$ cat src/rtl/fetch_pkg.sv
// fetch_pkg: constants shared by the fetch sequencer, instruction memory and
// decode stage.
//   FETCH_ADDR_W      - program counter / memory address width
//   FETCH_DATA_W      - instruction width
//   FETCH_HALT_OPCODE - default opcode that ends a program
//   ST_*              - fetch_sequencer state encoding
package fetch_pkg;

  localparam int FETCH_ADDR_W = 8;
  localparam int FETCH_DATA_W = 8;

  localparam logic [7:0] FETCH_HALT_OPCODE = 8'hFF;

  localparam logic [1:0] ST_IDLE  = 2'd0;
  localparam logic [1:0] ST_FETCH = 2'd1;
  localparam logic [1:0] ST_DRAIN = 2'd2;
  localparam logic [1:0] ST_HALT  = 2'd3;

endpackage

$ cat src/rtl/fetch_out_reg.sv
// fetch_out_reg: single-entry valid/ready holding register between fetch and
// decode.
//   clk, reset          - clock, synchronous active-high reset
//   load                - capture in_data/in_pc this edge
//   flush               - drop the held entry (wins over load)
//   in_data, in_pc      - instruction and its address to capture
//   ready               - downstream accepts the held entry
//   valid, data, pc     - held entry
module fetch_out_reg
  import fetch_pkg::*;
#(
  parameter int ADDR_W = FETCH_ADDR_W,
  parameter int DATA_W = FETCH_DATA_W
) (
  input  logic              clk,
  input  logic              reset,
  input  logic              load,
  input  logic              flush,
  input  logic [DATA_W-1:0] in_data,
  input  logic [ADDR_W-1:0] in_pc,
  input  logic              ready,
  output logic              valid,
  output logic [DATA_W-1:0] data,
  output logic [ADDR_W-1:0] pc
);

  always_ff @(posedge clk) begin
    if (reset) begin
      valid <= 1'b0;
      data  <= '0;
      pc    <= '0;
    end else if (flush) begin
      valid <= 1'b0;
    end else if (load) begin
      valid <= 1'b1;
      data  <= in_data;
      pc    <= in_pc;
    end else if (valid && ready) begin
      valid <= 1'b0;
    end
  end

endmodule

$ cat src/rtl/fetch_sequencer.sv
// fetch_sequencer: owns the program counter, shares the instruction memory
// port between the program loader and fetch, and hands fetched bytes to
// decode over valid/ready.
//   clk, reset                      - clock, synchronous active-high reset
//   start                           - begin fetching at RESET_PC (idle/halt)
//   load_en, load_addr, load_data   - program loader write (idle/halt)
//   mem_addr, mem_wdata, mem_we     - instruction memory port
//   mem_rdata                       - combinational read data
//   instr_valid/ready/data/pc       - handshake to decode
//   branch_taken, branch_target     - redirect from execute
//   busy, halted, fault             - status
//
// state | meaning
// IDLE  | loader owns memory, waiting for start
// FETCH | fetching one byte per cycle into the output register
// DRAIN | last byte fetched, waiting for decode to take it
// HALT  | program ended (halted) or bad branch (fault); loader owns memory
module fetch_sequencer
  import fetch_pkg::*;
#(
  parameter int                ADDR_W      = FETCH_ADDR_W,
  parameter int                DATA_W      = FETCH_DATA_W,
  parameter int                MEM_DEPTH   = 6,
  parameter logic [ADDR_W-1:0] RESET_PC    = '0,
  parameter logic [DATA_W-1:0] HALT_OPCODE = FETCH_HALT_OPCODE
) (
  input  logic              clk,
  input  logic              reset,
  input  logic              start,
  input  logic              load_en,
  input  logic [ADDR_W-1:0] load_addr,
  input  logic [DATA_W-1:0] load_data,
  output logic [ADDR_W-1:0] mem_addr,
  output logic [DATA_W-1:0] mem_wdata,
  output logic              mem_we,
  input  logic [DATA_W-1:0] mem_rdata,
  output logic              instr_valid,
  input  logic              instr_ready,
  output logic [DATA_W-1:0] instr_data,
  output logic [ADDR_W-1:0] instr_pc,
  input  logic              branch_taken,
  input  logic [ADDR_W-1:0] branch_target,
  output logic              busy,
  output logic              halted,
  output logic              fault
);

  localparam logic [ADDR_W-1:0] LAST_PC   = ADDR_W'(MEM_DEPTH - 1);
  localparam logic [ADDR_W:0]   DEPTH_EXT = (ADDR_W + 1)'(MEM_DEPTH);

  logic [1:0]        state;
  logic [ADDR_W-1:0] pc;

  logic idle_like;
  logic active;
  logic flush;
  logic cap;
  logic accept;
  logic last_fetch;
  logic target_ok;
  logic load_ok;

  always_comb begin
    idle_like  = (state == ST_IDLE) || (state == ST_HALT);
    active     = (state == ST_FETCH) || (state == ST_DRAIN);
    flush      = active && branch_taken;
    accept     = instr_valid && instr_ready;
    cap        = (state == ST_FETCH) && !branch_taken && (!instr_valid || instr_ready);
    last_fetch = (mem_rdata == HALT_OPCODE) || (pc == LAST_PC);
    target_ok  = {1'b0, branch_target} < DEPTH_EXT;
    load_ok    = {1'b0, load_addr} < DEPTH_EXT;
  end

  always_comb begin
    mem_addr  = idle_like ? load_addr : pc;
    mem_wdata = load_data;
    // Reset also gates the write so a loader strobe during reset is dropped.
    mem_we    = !reset && load_en && idle_like && load_ok;
    busy      = active;
  end

  always_ff @(posedge clk) begin
    if (reset) begin
      state  <= ST_IDLE;
      pc     <= RESET_PC;
      halted <= 1'b0;
      fault  <= 1'b0;
    end else begin
      case (state)
        ST_IDLE, ST_HALT: begin
          // A loader write in the same cycle wins; start is dropped.
          if (start && !load_en) begin
            state  <= ST_FETCH;
            pc     <= RESET_PC;
            halted <= 1'b0;
            fault  <= 1'b0;
          end
        end
        ST_FETCH, ST_DRAIN: begin
          if (branch_taken) begin
            if (target_ok) begin
              pc    <= branch_target;
              state <= ST_FETCH;
            end else begin
              state <= ST_HALT;
              fault <= 1'b1;
            end
          end else if (state == ST_FETCH) begin
            if (cap) begin
              // pc saturates at the last location so the address bus never
              // points past the program while draining.
              if (pc != LAST_PC) pc <= pc + ADDR_W'(1);
              if (last_fetch) state <= ST_DRAIN;
            end
          end else if (accept) begin
            state  <= ST_HALT;
            halted <= 1'b1;
          end
        end
        default: state <= ST_IDLE;
      endcase
    end
  end

  fetch_out_reg #(
    .ADDR_W (ADDR_W),
    .DATA_W (DATA_W)
  ) u_out_reg (
    .clk     (clk),
    .reset   (reset),
    .load    (cap),
    .flush   (flush),
    .in_data (mem_rdata),
    .in_pc   (pc),
    .ready   (instr_ready),
    .valid   (instr_valid),
    .data    (instr_data),
    .pc      (instr_pc)
  );

endmodule

$ cat config.mk
export PLATFORM = sky130hd
export DESIGN_NAME = fetch_sequencer
export DESIGN_NICKNAME = d
export VERILOG_FILES = /design/src/rtl/fetch_pkg.sv /design/src/rtl/fetch_out_reg.sv /design/src/rtl/fetch_sequencer.sv
export SDC_FILE = /design/constraint.sdc
export NUM_CORES = 1
export LEC_CHECK = 0
export ABC_AREA = 1
export BUFFER_PORTS_ARGS = -buffer_cell sky130_fd_sc_hd__buf_2
export CAP_MARGIN = 20
export CORE_MARGIN = 4
export CORE_UTILIZATION = 54
export CTS_BUF_LIST = sky130_fd_sc_hd__clkbuf_8
export DETAILED_ROUTE_END_ITERATION = 6
export PLACE_DENSITY = 0.85
export SLEW_MARGIN = 20
export SYNTH_ARGS = -nofsm -noshare
export SYNTH_HDL_FRONTEND = slang
export SYNTH_HIERARCHICAL = 1
export SYNTH_SLANG_ARGS = --single-unit
$ cat constraint.sdc
create_clock -name clk -period 3.8 [get_ports clk]
set_input_delay 0.19 -clock clk [delete_from_list [all_inputs] [get_ports clk]]
set_output_delay 0.19 -clock clk [all_outputs]
set_load 0.01 [all_outputs]
### Word-level counts from Yosys, hierarchy flattened

Cells that the tools add are included.

* $add $sub $neg: 1
* magnitude comparators: 2
* reductions and logical operators: 26
* multiplexer cells: 26
* eq/ne operators: 19
* bitwise logic cells: 1

Operator list (count)
* 8-bit 2-to-1 mux: 7
* 8-bit by 3-bit < comparator with 1-bit output, second input constant: 2
* 8-bit case mux with 2 select lines: 1
* 2-bit 2-to-1 mux: 7
* 2-bit inequality test, second input constant: 6
* 3-bit inequality test, second input constant: 4
* 4-bit inequality test, second input constant: 3
* 8-bit by 1-bit adder with 8-bit output, second input constant: 1
* 8-bit by 3-bit == test with 1-bit output, second input constant: 1
* 8-bit == test, second input constant: 1
* 1-bit logical AND: 8
* 1-bit 2-to-1 mux: 8
* 8-bit by 3-bit inequality test with 1-bit output, second input constant: 1
* 4-bit AND reduction: 2
* 2-bit OR reduction: 3
* 5-bit AND reduction: 1
* 2-bit == test, second input constant: 2
* 1-bit zero test: 4
* 1-bit logical OR: 4
* 1-bit case mux with 2 select lines: 2
* 2-bit case mux with 2 select lines: 1
* 3-bit AND reduction: 1
* 2-bit by 1-bit == test with 1-bit output, second input constant: 1
* 2-bit zero test: 1
* 3 further kinds: 3

* word-level logic and storage cells: 82
* input bits: 38
* output and inout port bits: 37
* bits in registers: 29

### Longest topological paths before layout

* depth in word-level cells: 7
* depth in mapped cells: 10
* depth with buffers taken out: 10

### Hierarchy

Netlist, hierarchy kept.

By module, submodules not included
* fetch_sequencer: sequential area each 240.2 um^2, cells an instance 180, times used 1, area an instance 1129.8 um^2
* fetch_out_reg: sequential area each 340.3 um^2, cells an instance 110, times used 1, area an instance 735.7 um^2

### Least setup slack after synthesis

OpenSTA, ideal clock, no wires.

* path kind: reg-to-reg
* from: register state[0]
* to: register, netlist name pc[3]
* buffers on the path: 2
* library setup time: 0.114 ns
* data required time: 3.686 ns
* clock period less this slack: 1.623 ns
* path slack: 2.177 ns
* stages on the path, launching flop included: 10
* arrival time: 1.509 ns
* path through: dfxtp_1 -> inv_1 -> ha_1 -> buf_6 -> nand2_2 -> a21boi_4 -> nand3_4 -> buf_12 -> nor2_1 -> nor2_2

RTL lines
* start: declaration: RTL line fetch_sequencer.sv:51 `logic [1:0] state;`
* start signal: assignment: RTL line fetch_sequencer.sv:84 `state <= ST_IDLE;`
* start signal: assignment: RTL line fetch_sequencer.sv:93 `state <= ST_FETCH;`
* start signal: assignment: RTL line fetch_sequencer.sv:103 `state <= ST_FETCH;`

### Final worst setup path

* from: register state[0]
* to: output mem_we

* cells in the longest elaborated chain, start to end: 4
* elaborated cells on any way between the ends: 5
* those cells by class: 1 x eq/ne; 4 x reduce/logical

RTL lines
* 2-bit == test / 2-bit zero test (equally long branches): RTL line fetch_sequencer.sv:64 `idle_like = (state == ST_IDLE) || (state == ST_HALT);`
* 1-bit logical OR *: RTL line fetch_sequencer.sv:64
* 1-bit logical AND * (2 in series): RTL line fetch_sequencer.sv:78 `mem_we = !reset && load_en && idle_like && load_ok;`
* end: declaration: RTL line fetch_sequencer.sv:35 `output logic mem_we,`

Mark *: on every way between the ends. The rest lies on a longest branch, timed or not.

==> impl.org <==
** Detailed routing
- Detailed routing inserted a total of 1865 vias.
- For this block, the initial DRC count from the detailed router was about 100.
- DRT antenna net count :: 0
- After detailed routing, the average wire length per cell comes to 10.9 um.
- Number of iterations in the first detailed-routing pass :: 4
- After detailed routing, the number of remaining DRC violations is 0.
- Routed vias/inst :: 4.82
- The routed design has 4.20 mm of wire.

** Floorplan
- The initialized floorplan defines 21 standard-cell rows.
- After floorplanning, the core was sized to cover 3340 um^2.
- Starting Density :: a little under three fifths
- Die X-Extent :: 66.8 um
- Top Ports :: 75
- Area enclosed by the die boundary :: around 4500 um^2
- Y dimension of the die :: 66.8 um

** Synth
- Fraction of post-synthesis cell area in the top cell type by area :: 31.1%
- Cell type contributing the most total cell area after synthesis :: sky130_fd_sc_hd__dfxtp_1
- In this run, distinct cell masters in the synthesized netlist total 31.
- The synthesized design contains 29 register bits.
- Warnings from Yosys :: 6
- Post-synthesis cell count :: 290
- After synthesis, flip-flops and latches occupy a little under a third of the total area.
- Count of flip-flops with a built-in enable after synthesis :: 0
- Most common cell in the synthesized netlist :: sky130_fd_sc_hd__nand2_1
- Post-synth top cells :: sky130_fd_sc_hd__nand2_1, sky130_fd_sc_hd__nor2_1, sky130_fd_sc_hd__inv_1, sky130_fd_sc_hd__dfxtp_1, sky130_fd_sc_hd__nand3_1
- The number of nets handed over by synthesis was roughly 330.
- After synthesis the cells add up to 1870 um^2.
- Top area cells in the synthesized netlist :: sky130_fd_sc_hd__dfxtp_1, sky130_fd_sc_hd__nand2_1, sky130_fd_sc_hd__nor2_1
- In the synthesized netlist the dominant register cell turns out to be sky130_fd_sc_hd__dfxtp_1.
- Mean instance size in the synthesized netlist :: 6.43 um^2
- For this run, asynchronously set or reset flops after synthesis account for 0%.

** Timing
- Setup repair after global routing left no endpoint under its margin.
- The number of endpoints with negative hold slack in the final report came to 0.
- Number of failing setup endpoints in the final timing report :: 0
- The worst path needs 2.28 ns of the cycle, external delays included.
- Rel. slew slack :: 55.3%
- The clock arrives with 0.00531 ns of skew.
- Static timing analysis puts the maximum clock frequency at about 440 MHz.
- Period utilization :: 60.1%
- Slew at the pin closest to its max-slew limit :: 0.671 ns
- Max Transition Viols Final :: 0
- Final total negative setup slack :: 0 ns

** Power and ir drop
- Power per cell area :: 757 nW/um^2
- Total power :: 1.66 mW
- Worst voltage drop across the vdd grid :: 0.487 mV
- Leakage component of the power :: 1.15 nW

** Clocking
- The clock passes through at most 2 buffers.
- In this run, post-CTS repair resized a total of 0 instances.
- After clock tree synthesis, the setup repair step added 0 buffers.
- The H-tree was split into 2 levels.
- Clock Root Buffer :: sky130_fd_sc_hd__clkbuf_8
- TritonCTS clock tree :: built
- After clock tree synthesis, the flow added hold-fix buffers numbering 0.
- Clock sinks :: 29
- Clock transition at the register clock pins on the worst setup and hold paths after CTS :: 0.06 ns
- Number of buffers created by CTS :: 5
- For the worst-skew pair, the clock arrives at the later sink with an insertion delay of 0.28 ns.

** Global routing
- Largest net degree at the start of global routing :: 19
- The initial antenna violation count is 0.
- Summed over all layers, the global routing overflow is 0.
- GRT Util Overall :: 20.5%
- The number of global-route vias before repair came to 1727.
- The first global-routing pass estimated between 7 and 8 mm of wire.

** Layout
- Net total in the final layout :: 383
- Layout fillers :: 335
- Of the cells placed in the final design, the portion with a size suffix greater than 1 is 26.7%.
- Multi-input logic area :: 1000 um^2
- Across the whole layout, storage elements account for 581 um^2.
- 0 antenna diodes ended up in the layout.
- Area growth, synth to finish :: 17.4%

** Placed design
- At the end of routability-driven placement, the weighted congestion stood at 0.821.
- Once detailed placement completed, the half-perimeter wirelength came to 3.28 mm.
- During placement, the flow inserted port buffers numbering 58.

** Critical path
- Highest cell delay on the worst timing path :: 0.72 ns
- Worst EP arrival :: 2.09 ns
- RR Startpoint :: state[0]$_SDFFE_PP0P_
- Counting cells, the worst reg-to-reg path comes to 7.
- STA classifies the critical path startpoint as a register.
- Of all nets on the critical path, the largest fanout is 18.
- By startpoint and endpoint, the worst setup path is classified as reg2out.
- Endpoint of the worst-slack reg-to-reg timing path :: pc[2]$_SDFFE_PP0P_
- Worst R2R Setup Slack :: 1.71 ns
- The worst setup path is captured at a primary output.
- Traced cell by cell, the critical path runs through inv_1 -> ha_1 -> inv_2 -> nor4_1 -> buf_2.
- Data on the critical path is required at its endpoint by 3.61 ns.
- Among all stages on the critical path, the largest delay is contributed by sky130_fd_sc_hd__ha_1.

** Min path
- For hold timing, the worst endpoint is fault$_SDFFE_PP0P_.
- Startpoint of the lowest-slack hold path :: reset
- Cell count of the worst hold path :: 2
- The worst hold path belongs to the class in2reg.

** Status
- Status :: completed

** Run
- Max capacitance violation total :: 0
report_power, final:
| part | total (mW) | switching, mW | internal, mW |
|---|---|---|---|
| clock | 0.283 | 0.120 | 0.163 |
| sequential | 0.452 | 0.0594 | 0.393 |
| combinational | 0.924 | 0.586 | 0.338 |
registers in the layout, summed over array words and instances, names as in the netlist:
register,count
fault,1
halted,1
pc,8
state,2
u_out_reg/data,8
u_out_reg/pc,8
u_out_reg/valid,1
worst max path at each step:
stage	startpoint	end	slack, ns	cells past startpoint
after detailed placement	state[0]$_SDFFE_PP0P_	pc[2]$_SDFFE_PP0P_	1.72	7
after global routing	state[0]$_SDFFE_PP0P_	mem_we	1.39	5
final	state[0]$_SDFFE_PP0P_	mem_we	1.52	5
after global placement	state[0]$_SDFFE_PP0P_	pc[2]$_SDFFE_PP0P_	1.79	7
after CTS	state[0]$_SDFFE_PP0P_	mem_we	1.51	5
after floorplan	state[0]$_SDFFE_PP0P_	pc[3]$_SDFFE_PP0P_	2.18	9
critical path: cells and delay by family, from the launching register on:
kind                       cells  cell delay, ns
adders and majority gates      1            0.72
buffers and inverters          3            0.43
DFF                            1            0.36
and+or+nand+nor                1            0.30
placed cells by master (no fill, tap or decap), types with 3 or more instances in the layout:
cell type,instances
sky130_fd_sc_hd__clkbuf_8,7
sky130_fd_sc_hd__inv_2,7
sky130_fd_sc_hd__buf_2,58
sky130_fd_sc_hd__a21oi_1,6
sky130_fd_sc_hd__nand3_1,23
sky130_fd_sc_hd__ha_1,5
sky130_fd_sc_hd__o21ai_0,11
sky130_fd_sc_hd__nand2_1,73
sky130_fd_sc_hd__inv_1,31
sky130_fd_sc_hd__dfxtp_1,29
sky130_fd_sc_hd__nand2_2,3
sky130_fd_sc_hd__a21oi_2,3
sky130_fd_sc_hd__nor2_2,5
sky130_fd_sc_hd__nor2_1,57
sky130_fd_sc_hd__nand4_1,3
cell type report:
type | instances | area share (%)
sequential | 29 | 26.5
timing repair buffer | 59 | 13.6
clock buffer | 7 | 4.40
clock inverter | 1 | 0.228
multi-input combinational | 205 | 45.8
tap | 46 | 2.63
inverter | 40 | 6.85
stage by stage:
stage          area [um^2]  utilization (%)  cells  worst slack (ns)  hold slack (ns)
2_1_floorplan         1870                -    290              2.18            0.259
3_3_place_gp          2090             62.6    379              1.79            0.380
3_5_place_dp          2090             62.6    379              1.72            0.380
4_1_cts               2190             65.7    387              1.51            0.147
5_1_grt               2190             65.7    387              1.39            0.155
6_report              2190             65.7    387              1.52            0.150
cell families after synthesis:
logic type | share of synthesized area, %
AO/OA/AOI/OAI | 7.58
XOR/XNOR | 1.41
adder cells (fa/ha/maj) | 3.35
buffers and inverters | 15.1
flip-flops | 31.1
AND/OR/NAND/NOR | 41.4
routing by layer:
layer | vias up | global-route usage (%) | wire (um)
met2 | 64 | 35.6 | 1950
met3 | 7 | 5.56 | 294
met5 | - | 0 | 0
met4 | 0 | 8.12 | 55
li1 | 982 | - | -
met1 | 812 | 23.7 | 1900
No activity file was read; power rests on OpenSTA's default activity.
